`src/rtl/fir_decim_buffer.sv`:
```
// Post-filter stage: drops FIR warm-up outputs, decimates by DECIM and buffers kept
// samples in a first-word-fall-through FIFO behind a valid/ready stream.
module fir_decim_buffer #(
    parameter int DATA_W     = 16,
    parameter int DECIM      = 4,
    parameter int FIR_LAT    = 3,
    parameter int FIFO_DEPTH = 8
) (
    input  logic                          clk,
    input  logic                          rst,
    input  logic                          clk_en,
    input  logic [DATA_W-1:0]             filter_out,
    output logic [DATA_W-1:0]             m_data,
    output logic                          m_valid,
    input  logic                          m_ready,
    output logic [$clog2(FIFO_DEPTH):0]   fill_level,
    output logic                          overflow
);

    localparam int AW = $clog2(FIFO_DEPTH);
    localparam int CW = AW + 1;
    localparam int PW = (DECIM > 1) ? $clog2(DECIM) : 1;
    localparam int WW = (FIR_LAT > 1) ? $clog2(FIR_LAT) : 1;

    logic                en_d;
    logic                warm;
    logic [WW-1:0]       warm_cnt;
    logic [PW-1:0]       phase;

    logic [DATA_W-1:0]   mem [FIFO_DEPTH];
    logic [AW-1:0]       rd_ptr;
    logic [AW-1:0]       wr_ptr;
    logic [CW-1:0]       count;

    logic                kept;
    logic                push;
    logic                pop;
    logic                full;
    logic                push_ok;
    logic [CW-1:0]       count_next;
    logic [AW-1:0]       rd_next;
    logic                head_load;
    logic [DATA_W-1:0]   head_src;

    // A capture is kept once FIR_LAT-1 captures have been discarded since reset.
    assign kept       = warm || (warm_cnt == WW'(FIR_LAT - 1));
    assign push       = en_d && kept && (phase == '0);
    assign m_valid    = (count != '0);
    assign pop        = m_valid && m_ready;
    assign full       = (count == CW'(FIFO_DEPTH));
    assign push_ok    = push && (!full || pop);
    assign count_next = count + CW'(push_ok) - CW'(pop);
    assign rd_next    = rd_ptr + AW'(pop);
    assign fill_level = count;

    // The head register follows the FIFO front and keeps the last popped word when empty.
    always_comb begin
        head_load = 1'b0;
        head_src  = filter_out;
        if (count_next != '0) begin
            if ((count == '0) || (pop && (count == CW'(1)))) begin
                head_load = 1'b1;
                head_src  = filter_out;
            end else if (pop) begin
                head_load = 1'b1;
                head_src  = mem[rd_next];
            end
        end
    end

    always_ff @(posedge clk) begin
        if (rst) begin
            en_d     <= 1'b0;
            warm     <= 1'b0;
            warm_cnt <= '0;
            phase    <= '0;
            rd_ptr   <= '0;
            wr_ptr   <= '0;
            count    <= '0;
            overflow <= 1'b0;
            m_data   <= '0;
        end else begin
            en_d <= clk_en;
            if (en_d && !warm) begin
                if (warm_cnt == WW'(FIR_LAT - 1)) begin
                    warm <= 1'b1;
                end else begin
                    warm_cnt <= warm_cnt + WW'(1);
                end
            end
            if (en_d && kept) begin
                phase <= (phase == PW'(DECIM - 1)) ? '0 : phase + PW'(1);
            end
            if (push_ok) begin
                wr_ptr <= wr_ptr + AW'(1);
            end
            if (push && !push_ok) begin
                overflow <= 1'b1;
            end
            rd_ptr <= rd_next;
            count  <= count_next;
            if (head_load) begin
                m_data <= head_src;
            end
        end
    end

    // Storage carries data only and is not reset.
    always_ff @(posedge clk) begin
        if (!rst && push_ok) begin
            mem[wr_ptr] <= filter_out;
        end
    end

endmodule

```
`config.mk`:
```
export PLATFORM = sky130hd
export DESIGN_NAME = fir_decim_buffer
export DESIGN_NICKNAME = d
export VERILOG_FILES = /design/src/rtl/fir_decim_buffer.sv
export SDC_FILE = /design/constraint.sdc
export NUM_CORES = 1
export LEC_CHECK = 0
export ABC_CLOCK_PERIOD_IN_PS = 5070
export CAP_MARGIN = 10
export CORE_AREA = 3 3 118 120
export CTS_BUF_LIST = sky130_fd_sc_hd__clkbuf_4 sky130_fd_sc_hd__clkbuf_8 sky130_fd_sc_hd__clkbuf_16
export DETAILED_ROUTE_END_ITERATION = 8
export DIE_AREA = 0 0 121 123
export PLACE_DENSITY = 0.68
export SLEW_MARGIN = 40
export SYNTH_ARGS = -nofsm -noshare
export SYNTH_HDL_FRONTEND = slang
export SYNTH_SLANG_ARGS = --single-unit
```
`constraint.sdc`:
```
create_clock -name clk -period 5.07 [get_ports clk]
set_input_delay 1.521 -clock clk [delete_from_list [all_inputs] [get_ports clk]]
set_output_delay 1.521 -clock clk [all_outputs]
set_load 0.01 [all_outputs]
```
==> metrics.csv <==
stage,metric,value,unit
placement,hpwl dp,7970,microns
detailed_routing,Via Count,3355,
cts,# H-tree levels,4,
timing,Rel. slew slack,46.5,%
synthesis,Cells after Synth,353,
synthesis,number of synthesized flops with an enable pin,128,
timing,Max Slew Vio Count,0,
layout,layout cells sized above 1,23.7,%
global_route,"Remaining Overflow, GRT",0,
job,max-cap viol count,0,
synthesis,most numerous cell in the Yosys netlist,edfxtp_1,
detailed_routing,Residual DRC,0,
die,width of the chip,121,microns
pwr,P_leak,2.56,nW
cts,Bufs on Longest Clock Path,2,
timing,maximum clock rate,232,MHz
cts,CTS sink cnt,161,
timing,Setup TNS,0,ns
timing,Final Cycle Share,85.1,%
cts,"Clk Latency, worst-skew pair",0.42,ns
worst_setup_path,worst setup path class,primary input to register,
worst_setup_path,worst setup path startpoint,m_ready,
layout,n_diodes,0,
cts,cts hold-fix bufs,0,
timing,Fin Hold WS,0.479,ns
die,Initial Util,49.0,%
synthesis,post-synthesis sequential area ratio,70.2,%
die,die footprint,14900,sq um
cts,total setup buffers inserted after CTS,0,
cts,CTS root buf,clkbuf_16,
synthesis,"Avg Cell Area, Syn",18.2,sq um
worst_setup_path,WP data required,5.42,ns
die,Core Area,13100,sq um
global_route,Total GRT Usage,18.2,%
pwr,PD cells,550,nW/um^2
synthesis,Post-Syn Area,6420,sq um
detailed_routing,vias per inst,5.57,
placement,Port Buffers,41,
timing,final setup skew,0.00613,ns
synthesis,post-synthesis register bit count,161,
global_route,vias in the first global route,3386,
global_route,initial antenna violation count,0,
layout,area delta synth->final,21.2,%
synthesis,Synth Warn #,0,
synthesis,commonest cells in the netlist,"128 x edfxtp_1, 33 x dfxtp_1, 32 x mux4_2",
synthesis,post-synth net total,385,
timing,RSZ-0062 raised after global routing,no,
synthesis,synth unique cells,44,
placement,Routability Congestion,0.766,
timing,# setup viols final,0,
global_route,first-pass GRT wire length,19500,microns
cts,total CTS buffers,17,
cts,cts repair resizes,0,
timing,Tmin final,4.32,ns
hold_path,HP Start,overflow,
worst_setup_path,"Max FO, Critical Path",13,
layout,Nets,445,
synthesis,ranking of synthesized cells by area,"edfxtp_1 60%, mux4_2 11%, dfxtp_1 10%",
synthesis,Synth top area share,59.9,%
timing,worst-margin pin slew,0.801,ns
worst_setup_path,critical path arrival,4.67,ns
synthesis,asr flop ratio synth,0,%
detailed_routing,WL final,12600,microns
worst_setup_path,CP Launch Type,primary input,
die,num ports,42,
synthesis,largest area contributor in the netlist,edfxtp_1,
detailed_routing,drt first pass iters,4,
die,die height,123,microns
cts,clock slew at reported path FFs,0.06,ns
die,# rows,42,
pwr,Max VDD drop,0.272,mV
synthesis,prevailing post-synth register cell,edfxtp_1,
layout,Finished Core Util,59.4,%
detailed_routing,WL/cell,21.0,microns
global_route,pin count of the biggest net entering global routing,24,
cts,CTS tree,done,
timing,Final Hold Viols,0,
detailed_routing,initial drt markers,189,
worst_setup_path,RR Startpoint,fill_level[2],
worst_setup_path,CP Capture Type,register,
run_status,status,"finished, final reports clean",
detailed_routing,Routed Antenna Nets,0,
hold_path,Hold Crit Class,register to register,
cells by family (layout without fill, tap and decap cells):
logic type / after synthesis / after routing / share of synthesized area [%]
buffers and inverters: 29 / 102 / 2.59
adder cells (fa/ha/maj): 12 / 12 / 2.46
multiplexers: 49 / 49 / 13.9
AO/OA/AOI/OAI: 33 / 33 / 4.37
flip-flops: 161 / 161 / 70.2
AND/OR/NAND/NOR: 64 / 64 / 5.81
XOR/XNOR: 5 / 5 / 0.683
metal layers:
metal  up-vias  wire [microns]  global-route usage [%]
li1       1536               -                       -
met1      1718            5490                    24.1
met2        84            6300                    29.6
met3        17             668                    4.44
met4         0             192                    6.44
met5         -               0                       0
registers in the layout (all words and copies together) (netlist names):
name        cells
rd_ptr          3
wr_ptr          3
overflow        1
en_d            1
phase           2
m_data         16
warm_cnt        2
warm            1
mem           128
fill_level      4
report_power, final:
part           switching, mW  internal [mW]
Combinational          0.647          0.710
Clock                  0.478          0.884
Sequential            0.0578           1.50
Total                   1.18           3.09
critical path, cell delays in order:
cell and delay [ns]:
clkdlybuf4s50_1 0.55, nand2b_1 0.10, a31oi_1 0.25, nand2_1 0.08
nand2_1 0.07, ha_1 0.16, inv_1 0.05, fa_1 0.49
or2b_2 0.32, nor4_4 0.25, buf_4 0.26, o21ba_2 0.33
a221o_1 0.22
final timing paths:
kind / cells after the start / slack [ns] / endpoint
min: 2 / 0.48 / overflow
max reg2reg: 14 / 1.69 / m_data[2]
max: 13 / 0.75 / m_data[2]
min reg2reg: 2 / 0.48 / overflow
layout make-up:
cell class | count | area [sq um]
fill | 982 | 5310
clock inverter | 12 | 189
sequential | 161 | 4500
tap | 176 | 220
multi-input combinational | 163 | 1820
inverter | 10 | 37.5
clock buffer | 20 | 448
timing repair buffer | 60 | 553
cells in the final DEF (no fill, tap or decap), types with 5 or more instances in the layout:
cell type,netlist,layout
nor2b_1,6,6
clkbuf_16,0,17
nor2_1,16,16
dfxtp_1,33,33
a21oi_1,6,6
clkdlybuf4s50_1,0,41
edfxtp_1,128,128
inv_1,10,10
ha_1,11,10
bufinv_16,0,5
nor3_1,14,14
nand2_1,6,6
buf_4,2,19
mux2i_1,17,17
a221o_1,10,10
mux4_2,32,32
through the flow:
stage               area, sq um  power, mW  worst slack [ns]  cells
floorplan                  6420       2.59             0.696    353
global placement           7140       2.93             0.516    570
detailed placement         7140       2.96             0.347    570
CTS                        7770       4.33             0.750    602
global route               7770       4.48             0.572    602
finish                     7770       4.28             0.755    602
No activity file was read; power rests on OpenSTA's default activity.
